--- config.mk ---
export PLATFORM = sky130hd
export DESIGN_NAME = foc_uart_regbank
export DESIGN_NICKNAME = d
export VERILOG_FILES = /design/src/rtl/foc_uart_regbank.sv
export SDC_FILE = /design/constraint.sdc
export NUM_CORES = 1
export LEC_CHECK = 0
export BUFFER_PORTS_ARGS = -buffer_cell sky130_fd_sc_hd__clkbuf_2
export CAP_MARGIN = 20
export CORE_MARGIN = 5
export CORE_UTILIZATION = 40
export CTS_CLUSTER_SIZE = 16
export DETAILED_ROUTE_END_ITERATION = 8
export GPL_TIMING_DRIVEN = 0
export SLEW_MARGIN = 5
export SYNTH_ARGS = -nofsm -noshare
export SYNTH_HDL_FRONTEND = slang
export SYNTH_SLANG_ARGS = --single-unit
--- constraint.sdc ---
create_clock -name I_clk_40m -period 23.4 [get_ports I_clk_40m]
set_input_delay 0 -clock I_clk_40m [delete_from_list [all_inputs] [get_ports I_clk_40m]]
set_output_delay 0 -clock I_clk_40m [all_outputs]
set_load 0.02 [all_outputs]
--- src/rtl/foc_uart_regbank.sv ---
`default_nettype none
// ============================================================================
// Module   : foc_uart_regbank
// Purpose  : UART (8N1) framed register bank for the FOC controller.
//            Frame format: A5 ADDR D3 D2 D1 D0 CSUM, where CSUM is the
//            modulo-256 sum of ADDR..D0 and data is big-endian.
//            A matching frame with a mapped address commits the register
//            in one cycle, together with an O_frame_ok pulse. A checksum,
//            address, framing or inter-byte timeout error pulses O_frame_err.
// Revision : 1.0 - initial release
// ----------------------------------------------------------------------------
// Parameters
//   BAUD_DIV     clock cycles per UART bit (347 -> 115200 baud @ 40 MHz)
//   TIMEOUT_CYC  maximum idle cycles between bytes of one frame
// Ports
//   I_clk_40m        in   1    system clock
//   I_rst            in   1    asynchronous active-high reset
//   I_uart_rx        in   1    UART receive line (asynchronous, idle high)
//   O_uart_tx        out  1    UART transmit line (acknowledge byte)
//   O_en             out  1    motor enable            (reg 0x00)
//   O_control_mode   out  2    loop mode               (reg 0x01)
//   O_motor_polePair out  6    pole pairs              (reg 0x02)
//   O_dir_bits       out  3    direction bits          (reg 0x03)
//   O_targets        out  96   six 16-bit targets      (reg 0x10..0x15)
//   O_gains          out  384  twelve 32-bit gains     (reg 0x20..0x2B)
//   O_frame_ok       out  1    commit pulse
//   O_frame_err      out  1    error pulse
// Build option
//   REGBANK_TX_ACK_EN  when defined, an acknowledge byte is sent on
//                      O_uart_tx after each frame (0x5A ok / 0xEE error);
//                      otherwise O_uart_tx is tied high.
// ============================================================================
module foc_uart_regbank #(
  parameter int BAUD_DIV    = 347,
  parameter int TIMEOUT_CYC = 400000
) (
  input  logic         I_clk_40m,
  input  logic         I_rst,
  input  logic         I_uart_rx,
  output logic         O_uart_tx,
  output logic         O_en,
  output logic [1:0]   O_control_mode,
  output logic [5:0]   O_motor_polePair,
  output logic [2:0]   O_dir_bits,
  output logic [95:0]  O_targets,
  output logic [383:0] O_gains,
  output logic         O_frame_ok,
  output logic         O_frame_err
);

  localparam int BD_W = $clog2(BAUD_DIV);
  localparam int TO_W = $clog2(TIMEOUT_CYC + 1);
  localparam logic [BD_W-1:0] c_baud_last = BD_W'(BAUD_DIV - 1);
  localparam logic [BD_W-1:0] c_baud_half = BD_W'(BAUD_DIV / 2);
  localparam logic [TO_W-1:0] c_to_max    = TO_W'(TIMEOUT_CYC);
  localparam logic [7:0]      c_sync_byte = 8'hA5;

  // --------------------------------------------------------------------------
  // Input synchroniser and falling-edge detect
  // --------------------------------------------------------------------------
  logic r_rx_meta, r_rx_sync, r_rx_prev;

  always_ff @(posedge I_clk_40m or posedge I_rst) begin
    if (I_rst) begin
      r_rx_meta <= 1'b1;
      r_rx_sync <= 1'b1;
      r_rx_prev <= 1'b1;
    end else begin
      r_rx_meta <= I_uart_rx;
      r_rx_sync <= r_rx_meta;
      r_rx_prev <= r_rx_sync;
    end
  end

  logic w_rx_fall;
  assign w_rx_fall = r_rx_prev & ~r_rx_sync;

  // --------------------------------------------------------------------------
  // UART receiver
  // --------------------------------------------------------------------------
  typedef enum logic [1:0] {RX_IDLE, RX_START, RX_DATA, RX_STOP} rx_state_t;

  rx_state_t       r_rx_state, w_rx_next;
  logic [BD_W-1:0] r_baud_cnt;
  logic [2:0]      r_bit_idx;
  logic [7:0]      r_rx_shift;
  logic            w_baud_half, w_baud_last;
  logic            w_rx_done, w_rx_ferr;

  assign w_baud_half = (r_baud_cnt == c_baud_half);
  assign w_baud_last = (r_baud_cnt == c_baud_last);

  always_ff @(posedge I_clk_40m or posedge I_rst) begin
    if (I_rst) r_rx_state <= RX_IDLE;
    else       r_rx_state <= w_rx_next;
  end

  always_comb begin
    w_rx_next = r_rx_state;
    w_rx_done = 1'b0;
    w_rx_ferr = 1'b0;
    case (r_rx_state)
      RX_IDLE:  if (w_rx_fall) w_rx_next = RX_START;
      // A start bit that is high again at mid-bit was only a glitch.
      RX_START: if (w_baud_half) w_rx_next = r_rx_sync ? RX_IDLE : RX_DATA;
      RX_DATA:  if (w_baud_last && (r_bit_idx == 3'd7)) w_rx_next = RX_STOP;
      RX_STOP: begin
        if (w_baud_last) begin
          w_rx_next = RX_IDLE;
          w_rx_done = r_rx_sync;
          w_rx_ferr = ~r_rx_sync;
        end
      end
      default:  w_rx_next = RX_IDLE;
    endcase
  end

  // Counter restarts at mid start bit, so every later sample is mid-bit.
  always_ff @(posedge I_clk_40m or posedge I_rst) begin
    if (I_rst) begin
      r_baud_cnt <= '0;
      r_bit_idx  <= '0;
      r_rx_shift <= '0;
    end else begin
      if ((r_rx_state == RX_IDLE) || ((r_rx_state == RX_START) && w_baud_half) || w_baud_last)
        r_baud_cnt <= '0;
      else
        r_baud_cnt <= r_baud_cnt + 1'b1;

      if (r_rx_state == RX_START) begin
        r_bit_idx <= '0;
      end else if ((r_rx_state == RX_DATA) && w_baud_last) begin
        r_rx_shift <= {r_rx_sync, r_rx_shift[7:1]};
        r_bit_idx  <= r_bit_idx + 1'b1;
      end
    end
  end

  // --------------------------------------------------------------------------
  // Frame parser
  // --------------------------------------------------------------------------
  typedef enum logic [2:0] {P_IDLE, P_ADDR, P_D3, P_D2, P_D1, P_D0, P_CSUM} p_state_t;

  p_state_t        r_p_state, w_p_next;
  logic [7:0]      r_addr;
  logic [31:0]     r_data;
  logic [7:0]      r_sum;
  logic [TO_W-1:0] r_to_cnt;
  logic            r_commit_req, r_cerr_req;
  logic            w_timeout, w_mapped, w_csum_byte, w_csum_good;

  // A byte completing in the same cycle as the timeout wins.
  assign w_timeout   = (r_p_state != P_IDLE) && (r_to_cnt == c_to_max) && !w_rx_done;
  assign w_mapped    = (r_addr <= 8'h03) ||
                       ((r_addr >= 8'h10) && (r_addr <= 8'h15)) ||
                       ((r_addr >= 8'h20) && (r_addr <= 8'h2B));
  assign w_csum_byte = w_rx_done && (r_p_state == P_CSUM);
  assign w_csum_good = (r_rx_shift == r_sum) && w_mapped;

  always_ff @(posedge I_clk_40m or posedge I_rst) begin
    if (I_rst) r_p_state <= P_IDLE;
    else       r_p_state <= w_p_next;
  end

  always_comb begin
    w_p_next = r_p_state;
    if (w_rx_ferr || w_timeout) begin
      w_p_next = P_IDLE;
    end else if (w_rx_done) begin
      case (r_p_state)
        P_IDLE:  w_p_next = (r_rx_shift == c_sync_byte) ? P_ADDR : P_IDLE;
        P_ADDR:  w_p_next = P_D3;
        P_D3:    w_p_next = P_D2;
        P_D2:    w_p_next = P_D1;
        P_D1:    w_p_next = P_D0;
        P_D0:    w_p_next = P_CSUM;
        default: w_p_next = P_IDLE;
      endcase
    end
  end

  always_ff @(posedge I_clk_40m or posedge I_rst) begin
    if (I_rst) begin
      r_addr       <= '0;
      r_data       <= '0;
      r_sum        <= '0;
      r_to_cnt     <= '0;
      r_commit_req <= 1'b0;
      r_cerr_req   <= 1'b0;
    end else begin
      if (w_rx_done) begin
        case (r_p_state)
          P_ADDR: begin
            r_addr <= r_rx_shift;
            r_sum  <= r_rx_shift;
          end
          P_D3, P_D2, P_D1, P_D0: begin
            r_data <= {r_data[23:0], r_rx_shift};
            r_sum  <= r_sum + r_rx_shift;
          end
          default: ;
        endcase
      end

      // Saturating inter-byte timer, only running inside a frame.
      if ((r_p_state == P_IDLE) || w_rx_done)
        r_to_cnt <= '0;
      else if (r_to_cnt != c_to_max)
        r_to_cnt <= r_to_cnt + 1'b1;

      r_commit_req <= w_csum_byte && w_csum_good;
      r_cerr_req   <= w_csum_byte && !w_csum_good;
    end
  end

  // --------------------------------------------------------------------------
  // Register file: the assembled word is held in r_data until the whole
  // frame is verified, so a register only ever changes in one cycle.
  // --------------------------------------------------------------------------
  logic         r_en;
  logic [1:0]   r_mode;
  logic [5:0]   r_pole_pair;
  logic [2:0]   r_dir;
  logic [95:0]  r_targets;
  logic [383:0] r_gains;
  logic         r_frame_ok, r_frame_err;

  always_ff @(posedge I_clk_40m or posedge I_rst) begin
    if (I_rst) begin
      r_en        <= 1'b0;
      r_mode      <= 2'd3;
      r_pole_pair <= 6'd7;
      r_dir       <= '0;
      r_targets   <= '0;
      r_gains     <= '0;
      r_frame_ok  <= 1'b0;
      r_frame_err <= 1'b0;
    end else begin
      r_frame_ok  <= r_commit_req;
      r_frame_err <= r_cerr_req | w_rx_ferr | w_timeout;
      if (r_commit_req) begin
        if (r_addr == 8'h00)
          r_en <= r_data[0];
        else if (r_addr == 8'h01)
          r_mode <= r_data[1:0];
        else if (r_addr == 8'h02)
          r_pole_pair <= r_data[5:0];
        else if (r_addr == 8'h03)
          r_dir <= r_data[2:0];
        else if (r_addr[7:4] == 4'h1)
          r_targets[{r_addr[2:0], 4'b0000} +: 16] <= r_data[15:0];
        else
          r_gains[{r_addr[3:0], 5'b00000} +: 32] <= r_data;
      end
    end
  end

  assign O_en             = r_en;
  assign O_control_mode   = r_mode;
  assign O_motor_polePair = r_pole_pair;
  assign O_dir_bits       = r_dir;
  assign O_targets        = r_targets;
  assign O_gains          = r_gains;
  assign O_frame_ok       = r_frame_ok;
  assign O_frame_err      = r_frame_err;

  // --------------------------------------------------------------------------
  // Optional acknowledge transmitter
  // --------------------------------------------------------------------------
`ifdef REGBANK_TX_ACK_EN
  logic            r_tx_busy;
  logic            r_tx_line;
  logic [8:0]      r_tx_shift;
  logic [3:0]      r_tx_bit;
  logic [BD_W-1:0] r_tx_cnt;

  // Requests arriving while busy are dropped so the current byte is intact.
  always_ff @(posedge I_clk_40m or posedge I_rst) begin
    if (I_rst) begin
      r_tx_busy  <= 1'b0;
      r_tx_line  <= 1'b1;
      r_tx_shift <= '1;
      r_tx_bit   <= '0;
      r_tx_cnt   <= '0;
    end else if (!r_tx_busy) begin
      r_tx_line <= 1'b1;
      if (r_frame_ok || r_frame_err) begin
        r_tx_busy  <= 1'b1;
        r_tx_line  <= 1'b0;
        r_tx_shift <= {1'b1, (r_frame_ok ? 8'h5A : 8'hEE)};
        r_tx_bit   <= '0;
        r_tx_cnt   <= '0;
      end
    end else if (r_tx_cnt == c_baud_last) begin
      r_tx_cnt <= '0;
      if (r_tx_bit == 4'd9) begin
        r_tx_busy <= 1'b0;
        r_tx_line <= 1'b1;
      end else begin
        r_tx_line  <= r_tx_shift[0];
        r_tx_shift <= {1'b1, r_tx_shift[8:1]};
        r_tx_bit   <= r_tx_bit + 1'b1;
      end
    end else begin
      r_tx_cnt <= r_tx_cnt + 1'b1;
    end
  end

  assign O_uart_tx = r_tx_line;
`else
  assign O_uart_tx = 1'b1;
`endif

endmodule
`default_nettype wire

==> report_table.html <==
<table>
<tr><th>Metric</th><th>Value</th></tr>
<tr><th colspan="2">Outcome</th></tr>
<tr><td>Result of the run</td><td>completed</td></tr>
<tr><th colspan="2">Critical path</th></tr>
<tr><td>Worst setup EP type</td><td>flop</td></tr>
<tr><td>CP Class</td><td>flop to flop</td></tr>
<tr><td>Data arrival time of the critical path</td><td>roughly 4.8 ns</td></tr>
<tr><td>Worst-case reg-to-reg path depth</td><td>10</td></tr>
<tr><td>R2r startpoint</td><td>r_addr[0]</td></tr>
<tr><td>Maximum fanout encountered on the critical timing path</td><td>10</td></tr>
<tr><td>Critical path launch point type</td><td>flop</td></tr>
<tr><td>Data required, critical path</td><td>~24 ns</td></tr>
<tr><td>Startpoint of the most critical setup path</td><td>r_addr[0]</td></tr>
<tr><th colspan="2">Timing</th></tr>
<tr><td>Final hold vios</td><td>0</td></tr>
<tr><td>Max Freq</td><td>about 230 MHz</td></tr>
<tr><td>Post-Route Hold Slack</td><td>0.0434 ns</td></tr>
<tr><td>Final critical path time including I/O delays and setup</td><td>around 4.3 ns</td></tr>
<tr><td>Transition time at the pin with the least slew margin</td><td>1.05 ns</td></tr>
<tr><td>Final setup violation count</td><td>0</td></tr>
<tr><td>Setup TNS</td><td>0 ns</td></tr>
<tr><td>Max-Slew Margin vs Limit</td><td>roughly 30%</td></tr>
<tr><td>Worst Skew</td><td>0.0159 ns</td></tr>
<tr><td>Setup repair after global routing missed its margin</td><td>false</td></tr>
<tr><td>Final count of pins violating max slew</td><td>0</td></tr>
<tr><td>Final cycle utilization of the critical path</td><td>around 18%</td></tr>
<tr><th colspan="2">Die</th></tr>
<tr><td>Floorplan die area</td><td>0.0655 mm^2</td></tr>
<tr><td>Die outline height</td><td>approximately 260 um</td></tr>
<tr><td>Die extent in x</td><td>256 um</td></tr>
<tr><td>Number of placed I/O pins</td><td>roughly 500</td></tr>
<tr><td>Core Region</td><td>0.0601 mm^2</td></tr>
<tr><td>Starting density of the core</td><td>40.2%</td></tr>
<tr><td>Floorplan row count</td><td>90</td></tr>
<tr><th colspan="2">Power and ir drop</th></tr>
<tr><td>Post-route total power</td><td>roughly 2100 uW</td></tr>
<tr><td>Maximum ir drop on the vdd rail</td><td>0.0512 mV</td></tr>
<tr><td>Leakage power of the design</td><td>0.0147 uW</td></tr>
<tr><td>Total power divided by cell area</td><td>71.5 mW/mm^2</td></tr>
<tr><th colspan="2">Finish</th></tr>
<tr><td>Commonest non-fill, non-tap cells in the layout</td><td>dfrtp_1 (583), nand2_1 (509), clkbuf_2 (496)</td></tr>
<tr><td>Sequential cell area</td><td>around 0.015 mm^2</td></tr>
<tr><td>Growth of design area from synthesis to finish</td><td>24.1%</td></tr>
<tr><td>Final nets</td><td>~2700</td></tr>
<tr><td>Share of post-route cells with drive strength above 1</td><td>roughly 30%</td></tr>
<tr><td>Most frequent standard cell in the layout excluding fill and tap cells</td><td>dfrtp_1</td></tr>
<tr><td>Area taken by multi-input logic gates</td><td>around 0.0085 mm^2</td></tr>
<tr><td># fillers</td><td>5593</td></tr>
<tr><th colspan="2">Detailed routing</th></tr>
<tr><td>DRT antenna net count</td><td>0</td></tr>
<tr><td>First DRT Iteration DRCs</td><td>around 1600</td></tr>
<tr><td>Total number of vias</td><td>roughly 19000</td></tr>
<tr><td>Via count normalized by instance count</td><td>5.47</td></tr>
<tr><td>Routed wire length</td><td>~84000 um</td></tr>
<tr><td>First-pass detailed-route iteration total</td><td>5</td></tr>
<tr><td>Drt drc</td><td>0</td></tr>
<tr><td>Drt wl/cell</td><td>between 20 and 25 um</td></tr>
<tr><th colspan="2">GRT</th></tr>
<tr><td>Via count of the first global-routing pass</td><td>between 15000 and 20000</td></tr>
<tr><td>Total GRT Usage</td><td>25.1%</td></tr>
<tr><td>First-pass GRT wire length</td><td>around 130000 um</td></tr>
<tr><td>Initial antenna violation count</td><td>0</td></tr>
<tr><td>Remaining global-route overflow</td><td>0</td></tr>
<tr><td>Pin count of the biggest net entering global routing</td><td>between 100 and 150</td></tr>
<tr><th colspan="2">Clock network</th></tr>
<tr><td>Clock tree from TritonCTS</td><td>done</td></tr>
<tr><td>Number of H-tree levels</td><td>3</td></tr>
<tr><td>Cell chosen for the clock root</td><td>clkbuf_16</td></tr>
<tr><td>Resize count post-CTS</td><td>0</td></tr>
<tr><td>Clock latency on the worst-skew pair</td><td>~0.61 ns</td></tr>
<tr><td>Count of clock tree sinks</td><td>591</td></tr>
<tr><td>Maximum clock path buffer count</td><td>3</td></tr>
<tr><td>Cts bufs inserted</td><td>67</td></tr>
<tr><td>Clock slew at reported path FFs</td><td>roughly 0.060 ns</td></tr>
<tr><th colspan="2">Synthesis</th></tr>
<tr><td>Number of standard cells after synthesis</td><td>between 2000 and 2500</td></tr>
<tr><td>Post-synth EDFFs</td><td>0</td></tr>
<tr><td>Most common flop cell mapped by yosys</td><td>dfrtp_1</td></tr>
<tr><td>Number of nets in the synthesized netlist</td><td>approximately 2100</td></tr>
<tr><td>Synthesized area divided by synthesized cell count</td><td>roughly 11 um^2</td></tr>
<tr><td>Yosys cell types</td><td>69</td></tr>
<tr><td>Post-synthesis async set-or-reset flop share</td><td>100%</td></tr>
<tr><td>Warnings, synthesis</td><td>0</td></tr>
<tr><td>Cell area after synthesis</td><td>around 0.024 mm^2</td></tr>
<tr><td>Seq cells post-synth</td><td>between 500 and 600</td></tr>
<tr><td>Proportion of synthesized chip area in sequential cells</td><td>around three fifths</td></tr>
<tr><th colspan="2">Placement</th></tr>
<tr><td>Dpl hpwl</td><td>62900 um</td></tr>
<tr><td>Final weighted congestion in routability-driven placement</td><td>0.885</td></tr>
<tr><td>Number of port buffers</td><td>roughly 500</td></tr>
<tr><th colspan="2">Worst hold path</th></tr>
<tr><td>Hold crit path type</td><td>primary input to flop</td></tr>
<tr><td>Worst hold path startpoint</td><td>I_uart_rx</td></tr>
<tr><td>Number of stages on the worst hold path</td><td>2</td></tr>
<tr><th colspan="2">Job</th></tr>
<tr><td>Max-capacitance violation count</td><td>0</td></tr>
</table>
[flip-flops by register name, summed over array words and instances, names as in the netlist, 2 cells and up, named ones only]
name	cells
O_gains	384
O_targets	96
r_data	32
r_to_cnt	19
r_baud_cnt	9
r_addr	8
r_rx_shift	8
r_sum	8
O_motor_polePair	6
O_dir_bits	3
r_bit_idx	3
r_p_state	3
O_control_mode	2
[cells in the mapped netlist (3+ instances only)]
cell	count	area share [%]
nand3b_1	4	0.12
xor2_1	17	0.62
inv_1	21	0.33
buf_6	12	0.56
o31ai_2	5	0.26
and3_1	6	0.16
or3_1	6	0.16
nand4_1	12	0.31
nor4_1	7	0.18
nand2b_1	9	0.23
o22ai_1	4	0.10
dfrtp_1	583	60
nand2_1	509	7.9
a211oi_1	4	0.12
buf_2	29	0.60
buf_1	5	0.078
o21ai_0	64	1.3
nand3_1	23	0.48
a21oi_1	11	0.23
mux2i_1	8	0.33
and4b_1	3	0.12
nor2_1	50	0.78
o31ai_1	328	10
nor2b_1	7	0.18
nor3_1	15	0.31
ha_1	21	1.1
and2_1	3	0.078
nand3_4	3	0.22
dfstp_2	8	0.87
clkbuf_1	116	1.8
mux2_1	3	0.14
mux2_2	157	7.3
xnor2_1	12	0.43
[metal layers]
metal | track usage [%] | up-vias | wire length [um]
li1 | - | 8611 | -
met1 | 33.0 | 9796 | 35100
met2 | 41.1 | 711 | 40600
met3 | 5.55 | 148 | 5530
met4 | 9.24 | 0 | 3080
met5 | 0 | - | 0
[final cells by class]
| type | instances | share of cell area (%) |
|---|---|---|
| Inverter | 21 | 0.288 |
| Tap cell | 782 | 3.26 |
| Clock buffer | 98 | 6.58 |
| Sequential cell | 591 | 49.3 |
| Clock inverter | 22 | 0.772 |
| Multi-Input combinational cell | 1335 | 28.4 |
| Timing Repair Buffer | 504 | 8.76 |
| Antenna cell | 2 | 0.0167 |
| Buffer | 165 | 2.56 |
[critical path: stages (launching register included)]
cell,delay (ns)
dfrtp_1,0.41
clkbuf_1,0.46
inv_1,0.18
ha_1,0.26
ha_1,0.29
clkbuf_1,0.39
nor2b_1,0.19
clkbuf_1,0.39
nand2_1,0.62
clkbuf_1,0.57
o31ai_1,0.39
[logic make-up after synthesis]
logic type / Yosys count / synth area share, %
and+or+nand+nor: 679 / 12.2
xor gates and xnor gates: 29 / 1.05
AOI/OAI and AO/OA: 436 / 13.0
other: 1 / 0.0155
adders and majority gates: 22 / 1.17
buffers and inverters: 186 / 3.51
muxes: 168 / 7.78
DFF: 591 / 61.2
[through the flow]
stage / setup WS, ns / cell area [um^2] / util (%) / cells
global route: 18.82 / 30000 / 49.9 / 3518
global placement: 1.15 / 27600 / 46.0 / 3390
detailed placement: 19.17 / 27800 / 46.2 / 3396
finish: 19.11 / 30000 / 49.9 / 3520
CTS: 19.14 / 30000 / 49.9 / 3518
floorplan: 6.87 / 24200 / - / 2112
[where the power goes]
part / switching [uW] / internal [uW]
Clock: 435 / 622
Sequential: 9.23 / 1030
Combinational: 34.4 / 12.9
[repair_timing]
| item | CTS | global route |
|---|---|---|
| hold buffers | 2 | 0 |
| hold endpoints to repair | 99 | 0 |
| buffers inserted | 0 | 0 |
[path summary, 6_finish.rpt]
check | to | slack [ns]
setup / recovery | O_gains[133] | 19.11
hold / removal | r_rx_meta | 0.04
setup reg to reg | O_gains[133] | 19.11
hold reg to reg | r_rx_sync | 0.36
max in group asynchronous | O_gains[217] | 21.73
min in group asynchronous | O_targets[21] | 0.05
Note: power is estimated with default switching activity, not from simulation.
